==> src/rtl/mem_arbiter.sv <==
// Arbitrates CPU and front-panel requests onto a single 12-bit memory port.
// Three-state handshake (IDLE/BUSY/DONE) with round-robin tie-break and BUSY timeout.
module mem_arbiter #(
    parameter int TIMEOUT = 16
) (
    input  logic        clk,
    input  logic        btnCpuReset,
    input  logic        run,
    input  logic        cpu_req,
    input  logic        cpu_we,
    input  logic [11:0] cpu_addr,
    input  logic [11:0] cpu_wdata,
    input  logic        cpu_read_type,
    output logic        cpu_done,
    output logic        cpu_err,
    output logic [11:0] cpu_rdata,
    input  logic        pnl_req,
    input  logic        pnl_we,
    input  logic [11:0] pnl_addr,
    input  logic [11:0] pnl_wdata,
    output logic        pnl_done,
    output logic        pnl_err,
    output logic [11:0] pnl_rdata,
    output logic        mem_read_enable,
    output logic        mem_write_enable,
    output logic [11:0] mem_address,
    output logic [11:0] mem_write_data,
    output logic        mem_read_type,
    input  logic [11:0] mem_read_data,
    input  logic        mem_finished
);
    typedef enum logic [1:0] {IDLE, BUSY, DONE} state_t;

    localparam logic [4:0] TMO_LAST = 5'(TIMEOUT - 1);

    state_t      state, state_nxt;
    logic        last_pnl, last_pnl_nxt;
    logic        owner_pnl, owner_pnl_nxt;
    logic [4:0]  tmo_cnt, tmo_cnt_nxt;
    logic        rd_en_nxt, wr_en_nxt, rtype_nxt;
    logic [11:0] addr_nxt, wdata_nxt;
    logic        cpu_done_nxt, cpu_err_nxt, pnl_done_nxt, pnl_err_nxt;
    logic [11:0] cpu_rdata_nxt, pnl_rdata_nxt, cap_rdata;
    logic        pnl_win, cpu_win, timed_out, finish;

    // Panel loses a tie only when it was the last one granted; CPU needs run=1.
    assign pnl_win   = (state == IDLE) && pnl_req && !(run && cpu_req && last_pnl);
    assign cpu_win   = (state == IDLE) && run && cpu_req && !pnl_win;
    assign timed_out = (tmo_cnt >= TMO_LAST);
    assign finish    = mem_finished || timed_out;
    assign cap_rdata = !mem_finished   ? 12'd0 :
                       mem_read_enable ? mem_read_data :
                       owner_pnl       ? pnl_rdata : cpu_rdata;

    always_ff @(posedge clk or negedge btnCpuReset) begin
        if (!btnCpuReset) begin
            state            <= IDLE;
            last_pnl         <= 1'b0;
            owner_pnl        <= 1'b0;
            tmo_cnt          <= 5'd0;
            mem_read_enable  <= 1'b0;
            mem_write_enable <= 1'b0;
            mem_address      <= 12'd0;
            mem_write_data   <= 12'd0;
            mem_read_type    <= 1'b0;
            cpu_done         <= 1'b0;
            cpu_err          <= 1'b0;
            cpu_rdata        <= 12'd0;
            pnl_done         <= 1'b0;
            pnl_err          <= 1'b0;
            pnl_rdata        <= 12'd0;
        end else begin
            state            <= state_nxt;
            last_pnl         <= last_pnl_nxt;
            owner_pnl        <= owner_pnl_nxt;
            tmo_cnt          <= tmo_cnt_nxt;
            mem_read_enable  <= rd_en_nxt;
            mem_write_enable <= wr_en_nxt;
            mem_address      <= addr_nxt;
            mem_write_data   <= wdata_nxt;
            mem_read_type    <= rtype_nxt;
            cpu_done         <= cpu_done_nxt;
            cpu_err          <= cpu_err_nxt;
            cpu_rdata        <= cpu_rdata_nxt;
            pnl_done         <= pnl_done_nxt;
            pnl_err          <= pnl_err_nxt;
            pnl_rdata        <= pnl_rdata_nxt;
        end
    end

    always_comb begin
        state_nxt = state;
        case (state)
            IDLE:    if (pnl_win || cpu_win) state_nxt = BUSY;
            BUSY:    if (finish) state_nxt = DONE;
            DONE:    state_nxt = IDLE;
            default: state_nxt = IDLE;
        endcase
    end

    always_comb begin
        last_pnl_nxt  = last_pnl;
        owner_pnl_nxt = owner_pnl;
        tmo_cnt_nxt   = tmo_cnt;
        rd_en_nxt     = mem_read_enable;
        wr_en_nxt     = mem_write_enable;
        addr_nxt      = mem_address;
        wdata_nxt     = mem_write_data;
        rtype_nxt     = mem_read_type;
        cpu_done_nxt  = 1'b0;
        cpu_err_nxt   = 1'b0;
        cpu_rdata_nxt = cpu_rdata;
        pnl_done_nxt  = 1'b0;
        pnl_err_nxt   = 1'b0;
        pnl_rdata_nxt = pnl_rdata;
        case (state)
            IDLE: begin
                if (pnl_win) begin
                    owner_pnl_nxt = 1'b1;
                    last_pnl_nxt  = 1'b1;
                    tmo_cnt_nxt   = 5'd0;
                    addr_nxt      = pnl_addr;
                    wdata_nxt     = pnl_wdata;
                    rtype_nxt     = 1'b0;
                    wr_en_nxt     = pnl_we;
                    rd_en_nxt     = !pnl_we;
                end else if (cpu_win) begin
                    owner_pnl_nxt = 1'b0;
                    last_pnl_nxt  = 1'b0;
                    tmo_cnt_nxt   = 5'd0;
                    addr_nxt      = cpu_addr;
                    wdata_nxt     = cpu_wdata;
                    rtype_nxt     = cpu_read_type;
                    wr_en_nxt     = cpu_we;
                    rd_en_nxt     = !cpu_we;
                end
            end
            BUSY: begin
                // A real completion wins over a timeout landing on the same edge.
                if (finish) begin
                    rd_en_nxt = 1'b0;
                    wr_en_nxt = 1'b0;
                    if (owner_pnl) begin
                        pnl_done_nxt  = 1'b1;
                        pnl_err_nxt   = !mem_finished;
                        pnl_rdata_nxt = cap_rdata;
                    end else begin
                        cpu_done_nxt  = 1'b1;
                        cpu_err_nxt   = !mem_finished;
                        cpu_rdata_nxt = cap_rdata;
                    end
                end else if (tmo_cnt != 5'h1F) begin
                    tmo_cnt_nxt = tmo_cnt + 5'd1;
                end
            end
            default: ;
        endcase
    end
endmodule

==> config.mk <==
export PLATFORM = sky130hd
export DESIGN_NAME = mem_arbiter
export DESIGN_NICKNAME = d
export VERILOG_FILES = /design/src/rtl/mem_arbiter.sv
export SDC_FILE = /design/constraint.sdc
export NUM_CORES = 1
export LEC_CHECK = 0
export ABC_AREA = 1
export CAP_MARGIN = 20
export CORE_UTILIZATION = 35
export CTS_CLUSTER_DIAMETER = 200
export DETAILED_ROUTE_END_ITERATION = 8
export GPL_TIMING_DRIVEN = 0
export PLACE_DENSITY_LB_ADDON = 0.3
export SYNTH_ARGS = -nofsm -noshare
export SYNTH_HDL_FRONTEND = slang
export SYNTH_SLANG_ARGS = --single-unit
==> constraint.sdc <==
create_clock -name clk -period 2 [get_ports clk]
set_input_delay 0.6 -clock clk [delete_from_list [all_inputs] [get_ports clk]]
set_output_delay 0.6 -clock clk [all_outputs]
set_load 0.05 [all_outputs]
### Word level (Yosys, flattened, before mapping)

Cells that the tools add are included.

* bits of input ports: 69
* latch bits: 0
* bits in read-only memories: 0
* memories kept: 0
* bits in registers: 63
* RAM bits: 0

* bitwise logic cells: 1
* div/mod/pow operators: 0
* shift-type cells: 0
* reductions and logical operators: 23
* $add $sub $neg: 1
* order comparisons: 1
* multiply operators: 0
* multiplexer cells: 38
* equal/unequal tests: 7

Operators with widths (number)
* $mux 12: 7
* $mux 1: 21
* $mux 5: 4
* $pmux 5 s2: 1
* $reduce_and 3->1: 3
* $logic_and 1x1->1: 7
* $ne 2x2->1 const B: 3
* $add 5x1->5 const B: 1
* $ge 5x4->1 const B: 1
* $logic_not 1->1: 5
* $ne 5x5->1 const B: 1
* $mux 2: 2
* $pmux 1 s2: 2
* $pmux 2 s2: 1
* $reduce_and 2->1: 2
* $reduce_and 4->1: 1
* $reduce_bool 2->1: 2
* $ne 3x3->1 const B: 1
* $eq 2x1->1 const B: 1
* $logic_not 2->1: 1
* $logic_or 1x1->1: 2
* $ne 2x1->1 const B: 1
* $not 1->1: 1

### Longest topological paths before layout

Gate-level depths: netlist (run 1).

* word-level depth: 9
* mapped depth: 10
* depth with buffers taken out: 9

### Worst setup path before layout (run 1)

No wires, ideal clock.

* path type: flip-flop to flip-flop
* start point: register tmo_cnt[0]
* end point: register pnl_rdata[8]
* data arrival time: 1.581 ns
* path slack: 0.345 ns
* stages on the path, launching flop included: 11
* setup time: 0.074 ns
* cell sequence: dfrtp_1 -> ha_1 -> nand2_1 -> nor2_1 -> ha_1 -> nor2_2 -> nand2_4 -> nand3_4 -> buf_6 -> nand2_1 -> o21ai_2

* word-level cells in the longest chain between the ends: 3

Ends and longest elaborated chain
* from (decl): RTL line 39 `logic [4:0] tmo_cnt, tmo_cnt_nxt;`
* from (signal assigned): RTL line 76 `tmo_cnt <= tmo_cnt_nxt;`
* $ge 5x4->1: RTL line 49 `assign timed_out = (tmo_cnt >= TMO_LAST);`
* $logic_or 1x1->1: RTL line 50 `assign finish = mem_finished || timed_out;`
* $reduce_and 3->1 (no source line)
* to (signal assigned): RTL line 87 `pnl_rdata <= pnl_rdata_nxt;`
* to (decl): RTL line 23 `output logic [11:0] pnl_rdata,`

Every way passes these cells.
A chain may end at the register's enable or synchronous reset.

### Final worst setup path (run 1)

* start point: register pnl_rdata[11]
* end point: output port pnl_rdata[11]

No word-level cell between the ends.

==> run_results.csv, run 1 <==
group,metric,value,unit
status,status,"completed",
die,pin_count,124,
clock_tree,postCtsHoldBufs,0,
power_and_ir_drop,ir_worst_vdd,0.710,mV
die,num_rows,34,
drt,drc,0,
sta,skew,11.3,ps
drt,ant_nets,0,
setup_path,worstPathRequired,1400,ps
global_route,grt_use_total,18.9,%
die,core-area,8760,sq um
power_and_ir_drop,p_leak,2.16,nW
clock_tree,cts_tree,"yes",
clock_tree,numCtsBuffers,9,
synth,synth-seq-area-share,49.6,%
layout,fillers,821,
setup_path,cpMaxStageDelayCell,"dlygate4sd2_1",
clock_tree,htree_levels,3,
synth,avgSynthCellArea,9.02,sq um
drt,routed_wl,8.60,mm
die,die_width,97.3,microns
layout,final_common_cell,"nand2_1",
clock_tree,clk_pin_slew_worst_paths,80,ps
global_route,grt_pass1_vias,3011,
sta,tightest_slew,803,ps
layout,mostFrequentLayoutCells,"94 x nand2_1, 67 x clkdlybuf4s50_1, 63 x dfrtp_1",
sta,period_share,93.8,%
power_and_ir_drop,p_per_area,1640,nW/um^2
global_route,overflow,0,
setup_path,crit_family,"buffers and inverters",
layout,area_growth,47.0,%
sta,finalSetupViolations,0,
layout,utilization,53.3,%
die,fp.dieArea,9460,sq um
synth,synthesis.area,3180,sq um
clock_tree,post-cts-setup-buffers,0,
place,pre_cts_ws,-124,ps
layout,multi_input_area,1380,sq um
drt,post_drt_via_cell_ratio,5.03,
clock_tree,cts_sinks,63,
place,gp_congestion,0.790,
setup_path,path_cells,"dlygate4sd2_1",
setup_path,startpoint_type,"flip-flop",
drt,drt_iter0_drc,102,
power_and_ir_drop,power,0.00764,W
setup_path,worst-path-buf-inv,1,
global_route,grt_max_degree,64,
synth,ys_seq_elements,63,
clock_tree,clk_latency,330,ps
sta,hold_viol,0,
synth,synthCells,352,
drt,drtPass1Iterations,4,
synth,synth_cell_types,27,
layout,diodes,0,
setup_path,worstSetupPathType,"flip-flop to output port",
setup_path,critPathMaxFanout,3,
setup_path,critPathMaxStageDelay,550,ps
synth,syn-num-nets,424,
clock_tree,cts_buffer_depth,2,
layout,fin_nets,558,
global_route,grt_antenna_before_repair,0,
drt,num_vias,3005,
global_route,grt_pass1_wl,14.5,mm
clock_tree,cts-root-buf,"clkbuf_8",
layout,drive_gt1_share,15.9,%
place,port_buffers,123,
worst_hold_path,hold_class,"primary input to asynchronous set/reset pin",
sta,final.min_clock_period,1880,ps
place,dp_hpwl,6.21,mm
run,maxCapViolCount,0,
setup_path,worstPathArrival,1280,ps
drt,wl_per_cell,14.4,microns
layout,regArea,1580,sq um
sta,maxSlewViolCount,0,
synth,yosys_warnings,0,
sta,slew-limit-headroom,46.5,%
die,start_util,36.2,%
sta,max_freq,0.533,GHz
die,die_h,97.3,microns
sta,finalWorstSetupSlack,123,ps
clock_tree,cts_resized,55,
sta,rsz0062_at_grt,"no",
setup_path,setup.worst_path.end_class,"output port",
[through the flow]
stage | setup TNS [ps] | hold slack, ps | cell area, sq um | instances
6_report | 0 | 357 | 4670 | 598
5_1_grt | 0 | 422 | 4670 | 598
4_1_cts | 0 | 381 | 4670 | 598
3_5_place_dp | -4040 | 469 | 4540 | 583
3_3_place_gp | -118300 | 461 | 4540 | 583
2_1_floorplan | 0 | 304 | 3180 | 352
[power breakdown]
part	total [W]	internal [W]	switching, W
logic	0.00438	0.00128	0.00310
clock network	0.00112	0.000636	0.000488
registers	0.00214	0.00178	0.000360
total	0.00764	0.00370	0.00394
[synthesized netlist by cell type, drive strengths merged]
| cell type | n | area share, % |
|---|---|---|
| a21oi | 50 | 8.8 |
| buf | 18 | 5.0 |
| dfrtp | 63 | 50 |
| ha | 3 | 1.2 |
| inv | 16 | 2.0 |
| nand2 | 96 | 12 |
| nand3 | 26 | 5.4 |
| nand4 | 5 | 1.7 |
| nor2 | 37 | 4.9 |
| o211ai | 12 | 3.6 |
| o21ai | 26 | 6.1 |
[registers in the layout, summed over array words and instances (netlist names), 2 cells and up]
name            count
pnl_rdata          12
state               2
mem_address        12
cpu_rdata          12
tmo_cnt             5
mem_write_data     12
[routing by layer]
layer  part of all wire (%)  track usage [%]
met5                      0                0
met2                     47             31.2
met3                    8.2             5.83
met1                     43             24.0
met4                    1.6             5.32
[worst paths after layout]
check	endpoint	start	slack [ps]	cells after the start
min in group clk	mem_read_type	mem_read_type	480	2
min	pnl_rdata[2]	btnCpuReset	360	1
max reg2reg	pnl_rdata[6]	tmo_cnt[0]	150	10
max in group asynchronous	mem_read_type	btnCpuReset	1110	1
max	pnl_rdata[11]	pnl_rdata[11]	120	1
min reg2reg	mem_read_type	mem_read_type	480	2
[layout make-up]
cell class	count	area share (%)
sequential	63	33.8
multi-input combinational	255	29.5
timing repair buffer	123	24.8
buffer	18	3.38
clock buffer	12	3.32
tap	108	2.89
inverter	16	1.34
clock inverter	3	0.911
[logic make-up after synthesis]
| kind of cell | share of synthesized area [%] |
|---|---|
| and+or+nand+nor | 23.7 |
| adders and majority gates | 1.18 |
| DFF | 49.6 |
| buffers and inverters | 6.93 |
| AOI/OAI and AO/OA | 18.6 |
No activity file was read; power rests on OpenSTA's default activity.
==> run 2, diff against run 1 <==
--- a/config.mk
+++ b/config.mk
@@ -8,6 +8,7 @@
 export ABC_AREA = 1
 export CAP_MARGIN = 20
 export CORE_UTILIZATION = 35
+export CTS_BUF_LIST = sky130_fd_sc_hd__clkbuf_8
 export CTS_CLUSTER_DIAMETER = 200
 export DETAILED_ROUTE_END_ITERATION = 8
 export GPL_TIMING_DRIVEN = 0
==> run_results.csv, run 2 (same netlist as run 1, synthesis figures left out) <==
group,metric,value,unit
status,status,"completed",
worst_hold_path,hold_class,"primary input to asynchronous set/reset pin",
power_and_ir_drop,p_per_area,1640,nW/um^2
power_and_ir_drop,power,0.00764,W
drt,num_vias,3005,
setup_path,worstPathRequired,1400,ps
layout,mostFrequentLayoutCells,"94 x nand2_1, 67 x clkdlybuf4s50_1, 63 x dfrtp_1",
die,die_width,97.3,microns
sta,max_freq,0.533,GHz
sta,finalSetupViolations,0,
clock_tree,post-cts-setup-buffers,0,
die,start_util,36.2,%
die,core-area,8760,sq um
power_and_ir_drop,ir_worst_vdd,0.710,mV
clock_tree,cts_sinks,63,
layout,drive_gt1_share,15.9,%
die,pin_count,124,
clock_tree,clk_latency,330,ps
drt,ant_nets,0,
layout,fin_nets,558,
layout,utilization,53.3,%
sta,period_share,93.8,%
setup_path,r2r_cells,10,
sta,hold_viol,0,
setup_path,worst-path-stages,1,
global_route,grt_pass1_vias,3011,
place,placedCellCount,583,
global_route,use_met1,24.0,%
clock_tree,cts-root-buf,"clkbuf_8",
global_route,overflow,0,
setup_path,worst-path-buf-inv,1,
setup_path,worstPathArrival,1280,ps
clock_tree,clk_pin_slew_worst_paths,80,ps
setup_path,setup.worst_path.end_class,"output port",
sta,slew-limit-headroom,46.5,%
die,fp.dieArea,9460,sq um
sta,maxSlewViolCount,0,
global_route,grt_pass1_wl,14.5,mm
setup_path,startpoint_type,"flip-flop",
die,num_rows,34,
setup_path,cpMaxStageDelayCell,"dlygate4sd2_1",
global_route,grt_max_degree,64,
die,die_h,97.3,microns
setup_path,critPathMaxStageDelay,550,ps
drt,drt_iter0_drc,102,
place,port_buffers,123,
sta,final.min_clock_period,1880,ps
drt,drc,0,
sta,tightest_slew,803,ps
setup_path,worstSetupPathType,"flip-flop to output port",
power_and_ir_drop,p_leak,2.16,nW
sta,skew,11.3,ps
setup_path,crit_family,"buffers and inverters",
global_route,use_met2,31.2,%
setup_path,path_cells,"dlygate4sd2_1",
place,gp_congestion,0.790,
drt,wl_per_cell,14.4,microns
layout,diodes,0,
drt,post_drt_via_cell_ratio,5.03,
global_route,grt_antenna_before_repair,0,
place,dp_hpwl,6.21,mm
global_route,grt_use_total,18.9,%
clock_tree,numCtsBuffers,9,
run,maxCapViolCount,0,
global_route,grtUsageMet3,5.83,%
layout,final_common_cell,"nand2_1",
setup_path,critPathMaxFanout,3,
sta,rsz0062_at_grt,"no",
clock_tree,cts_tree,"yes",
place,placed_area,4540,sq um
layout,finalInstanceArea,4670,sq um
global_route,grt-busiest-layer,"met2",
layout,fin_cells,598,
clock_tree,htree_levels,3,
drt,drtPass1Iterations,4,
drt,routed_wl,8.60,mm
layout,area_growth,47.0,%
clock_tree,cts_buffer_depth,2,
==> run 2: cell type report <==
cell class                 count  area, sq um
timing repair buffer         123         1160
tap                          108          135
fill                         821         4100
clock buffer                  11          151
sequential                    63         1580
multi-input combinational    255         1380
buffer                        18          158
inverter                      16         62.6
clock inverter                 4         46.3
==> run 2: power by group <==
part / switching [W] / internal [W]
Sequential: 0.000360 / 0.00178
Combinational: 0.00310 / 0.00128
Clock: 0.000488 / 0.000631
==> run 2: worst reg2reg max path, delay by kind of cell, from the launching register on <==
| family | cells | cell delay, ps |
|---|---|---|
| and+or+nand+nor | 6 | 670 |
| adders and majority gates | 2 | 440 |
| buffers and inverters | 1 | 180 |
| DFF | 1 | 450 |
| AOI/OAI and AO/OA | 1 | 60 |
==> run 2: metrics by stage <==
| stage | worst slack (ps) | hold WS (ps) | TNS, ps |
|---|---|---|---|
| after global routing | 21.6 | 422 | 0 |
| after floorplan | 345 | 304 | 0 |
| after global placement | -1840 | 461 | -118300 |
| after detailed placement | -124 | 469 | -4040 |
| final | 123 | 357 | 0 |
| after CTS | 109 | 381 | 0 |
==> run 2: routing by layer <==
| layer | vias to the layer above | share of wire, % |
|---|---|---|
| met5 | - | 0 |
| met4 | 0 | 1.6 |
| met3 | 13 | 8.2 |
| met2 | 118 | 47 |
| met1 | 1429 | 43 |
| li1 | 1445 | - |
==> run 2: timing repair <==
action | in CTS | in global routing
hold buffers | 0 | 0
gates resized for setup | 55 | 0
setup endpoints to repair | 55 | 0
==> run 2: final timing paths <==
check | from | to | slack (ps)
min in group clk | mem_read_type | mem_read_type | 480
max reg2reg | tmo_cnt[0] | pnl_rdata[6] | 150
min | btnCpuReset | pnl_rdata[2] | 360
max | pnl_rdata[11] | pnl_rdata[11] | 120
min reg2reg | mem_read_type | mem_read_type | 480
max in group asynchronous | btnCpuReset | mem_read_type | 1110
==> patch: new RTL, config.mk and constraints of run 2 <==
Take the reset off `mem_address`, `mem_write_data`, `cpu_rdata` and `pnl_rdata` and load them in a clocked block of their own.
--- a/src/rtl/mem_arbiter.sv
+++ b/src/rtl/mem_arbiter.sv
@@ -60,15 +60,11 @@
             tmo_cnt          <= 5'd0;
             mem_read_enable  <= 1'b0;
             mem_write_enable <= 1'b0;
-            mem_address      <= 12'd0;
-            mem_write_data   <= 12'd0;
             mem_read_type    <= 1'b0;
             cpu_done         <= 1'b0;
             cpu_err          <= 1'b0;
-            cpu_rdata        <= 12'd0;
             pnl_done         <= 1'b0;
             pnl_err          <= 1'b0;
-            pnl_rdata        <= 12'd0;
         end else begin
             state            <= state_nxt;
             last_pnl         <= last_pnl_nxt;
@@ -76,16 +72,19 @@
             tmo_cnt          <= tmo_cnt_nxt;
             mem_read_enable  <= rd_en_nxt;
             mem_write_enable <= wr_en_nxt;
-            mem_address      <= addr_nxt;
-            mem_write_data   <= wdata_nxt;
             mem_read_type    <= rtype_nxt;
             cpu_done         <= cpu_done_nxt;
             cpu_err          <= cpu_err_nxt;
-            cpu_rdata        <= cpu_rdata_nxt;
             pnl_done         <= pnl_done_nxt;
             pnl_err          <= pnl_err_nxt;
-            pnl_rdata        <= pnl_rdata_nxt;
         end
+    end
+
+    always_ff @(posedge clk) begin
+        mem_address    <= addr_nxt;
+        mem_write_data <= wdata_nxt;
+        cpu_rdata      <= cpu_rdata_nxt;
+        pnl_rdata      <= pnl_rdata_nxt;
     end
 
     always_comb begin
Formal check against the unedited RTL: not equivalent (a bounded check fails within 4 cycles, from zero or initial values and one cycle with btnCpuReset low).
==> patch against run 2 <==
Wire length fell by 13%. Sequential cell count did not move. Hold slack improved by 120 ps. Combinational power fell by 37%. Maximum frequency fell by 1.6%. Clock power fell by 4%. Final area fell by 3.0%. Setup slack got worse by 31 ps. Total power fell by 24%. Synthesized area fell by 7.6%.
==> patch: results (changes against run 2) <==
<table>
<tr><th>Metric</th><th>Value</th></tr>
<tr><th colspan="2">Yosys</th></tr>
<tr><td>Cells taking the most area after synthesis</td><td>sky130_fd_sc_hd__edfxtp_1 (49%), sky130_fd_sc_hd__dfrtp_1 (13%), sky130_fd_sc_hd__nand2_1 (11%) (was sky130_fd_sc_hd__dfrtp_1 (50%), sky130_fd_sc_hd__nand2_1 (11%), sky130_fd_sc_hd__a21oi_1 (6.6%))</td></tr>
<tr><td>Adder-cell share of the synthesized area</td><td>1.28% (was 1.18%)</td></tr>
<tr><td>Register area share after synthesis</td><td>61.9% (was 49.6%)</td></tr>
<tr><td>Compound-gate portion of the synthesized area</td><td>9.13% (was 18.6%)</td></tr>
<tr><td>Post-synth EDFFs</td><td>48 (was 0)</td></tr>
<tr><td>Top cell types by occurrence after synthesis</td><td>sky130_fd_sc_hd__nand2_1 (89), sky130_fd_sc_hd__inv_1 (57), sky130_fd_sc_hd__edfxtp_1 (48), sky130_fd_sc_hd__o21ai_1 (20), sky130_fd_sc_hd__o21ai_0 (17) (was sky130_fd_sc_hd__nand2_1 (94), sky130_fd_sc_hd__dfrtp_1 (63), sky130_fd_sc_hd__a21oi_1 (42), sky130_fd_sc_hd__nor2_1 (34), sky130_fd_sc_hd__nand3_1 (22))</td></tr>
<tr><td>Synthesized Nets</td><td>381 (was 424)</td></tr>
<tr><th colspan="2">Place</th></tr>
<tr><td>Final weighted congestion in routability-driven placement</td><td>0.782 (was 0.790)</td></tr>
<tr><th colspan="2">Timing</th></tr>
<tr><td>Skew final</td><td>8.84 ps (was 11.3 ps)</td></tr>
<tr><th colspan="2">Critical path</th></tr>
<tr><td>CP arrival</td><td>1950 ps (was 1280 ps)</td></tr>
<tr><th colspan="2">Power</th></tr>
<tr><td>Leakage</td><td>2.18 nW (was 2.16 nW)</td></tr>
<tr><td>Peak supply drop</td><td>0.628 mV (was 0.710 mV)</td></tr>
<tr><th colspan="2">Final layout</th></tr>
<tr><td>Post-Layout Cell Count</td><td>564 (was 598)</td></tr>
<tr><td>Filler cell count in the final layout</td><td>767 (was 821)</td></tr>
<tr><td>Fraction of layout instances using a drive strength above 1</td><td>12.0% (was 15.9%)</td></tr>
<tr><td>Post-layout net count</td><td>526 (was 558)</td></tr>
<tr><th colspan="2">Min path</th></tr>
<tr><td>Type of the tightest min-delay check</td><td>reg2reg (was in2async)</td></tr>
<tr><th colspan="2">Floorplanning</th></tr>
<tr><td>Die boundary width</td><td>93.5 um (was 97.3 um)</td></tr>
<tr><th colspan="2">Status</th></tr>
<tr><td>Result of the run</td><td>finished, final reports clean (unchanged)</td></tr>
<tr><th colspan="2">Routing</th></tr>
<tr><td>Mean routed wirelength per cell</td><td>13.3 um (was 14.4 um)</td></tr>
</table>
patch: changes by cell type after synthesis, sizes merged:
| cell | delta |
|---|---|
| o211ai | -12 |
| inv | +44 |
| buf | -8 |
| nand4 | -3 |
| nand2 | -4 |
| nor3 | +2 |
| a31oi | +1 |
| edfxtp | +48 |
| nor2 | -25 |
| dfrtp | -48 |
| a21oi | -38 |
| nand3 | -15 |
| o21ai | +12 |
| clkbuf | +3 |
patch: critical path, cell delays in order:
cell and delay (ps):
sky130_fd_sc_hd__clkdlybuf4s50_1 550, sky130_fd_sc_hd__inv_2 90, sky130_fd_sc_hd__nand2_2 70, sky130_fd_sc_hd__nor2_2 40, sky130_fd_sc_hd__nand2_1 70, sky130_fd_sc_hd__nand2_2 80, sky130_fd_sc_hd__buf_6 160, sky130_fd_sc_hd__nor2_4 140
sky130_fd_sc_hd__buf_6 150
patch: cell type report:
class	count	area [sq um]	area share [%]
Timing Repair inverter	1	7.51	0.166
Tap cell	105	131	2.90
Clock inverter	7	65.1	1.44
Multi-Input combinational cell	173	838	18.5
Timing Repair Buffer	133	1240	27.5
Sequential cell	63	1820	40.1
Buffer	13	72.6	1.60
Clock buffer	9	124	2.73
Inverter	60	229	5.06
patch: logic make-up after synthesis:
logic type | count (synthesis)
simple gates | 119
buf+inv | 73
fa+ha+maj | 3
flops | 63
compound gates | 51
patch: repair_timing:
| item | CTS | global route |
|---|---|---|
| resized for setup | 61 | 2 |
| pin swaps | 1 | 2 |
| buffers inserted | 2 | 6 |
| endpoints found under the setup margin | 109 | 49 |
| cloned | 1 | 0 |
patch: through the flow:
stage / hold WS, ps / cell area (sq um)
2_1_floorplan: 304 / 2930
3_3_place_gp: 465 / 4300
3_5_place_dp: 473 / 4320
4_1_cts: 484 / 4480
5_1_grt: 537 / 4530
6_report: 477 / 4530
patch: path summary, 6_finish.rpt:
check / startpoint / to / slack (ps) / depth (start not counted)
max in group asynchronous: btnCpuReset / tmo_cnt[0] / 890 / 1
hold / removal: mem_read_type / mem_read_type / 480 / 2
setup / recovery: mem_finished / cpu_rdata[4] / 90 / 9
hold reg to reg: mem_read_type / mem_read_type / 480 / 2
min in group asynchronous: btnCpuReset / mem_write_enable / 670 / 1
setup reg to reg: tmo_cnt[0] / cpu_rdata[4] / 130 / 10
patch: where the power goes:
part	switching, mW	internal, mW
Combinational	1.95	0.783
Sequential	0.128	1.88
Clock	0.507	0.566
Total	2.59	3.23
patch: per-layer routing:
| layer | GRT usage, % | routed length, um |
|---|---|---|
| met4 | 7.31 | 122 |
| met1 | 21.1 | 3240 |
| met3 | 3.98 | 390 |
| met2 | 31.4 | 3740 |
| met5 | 0 | 0 |
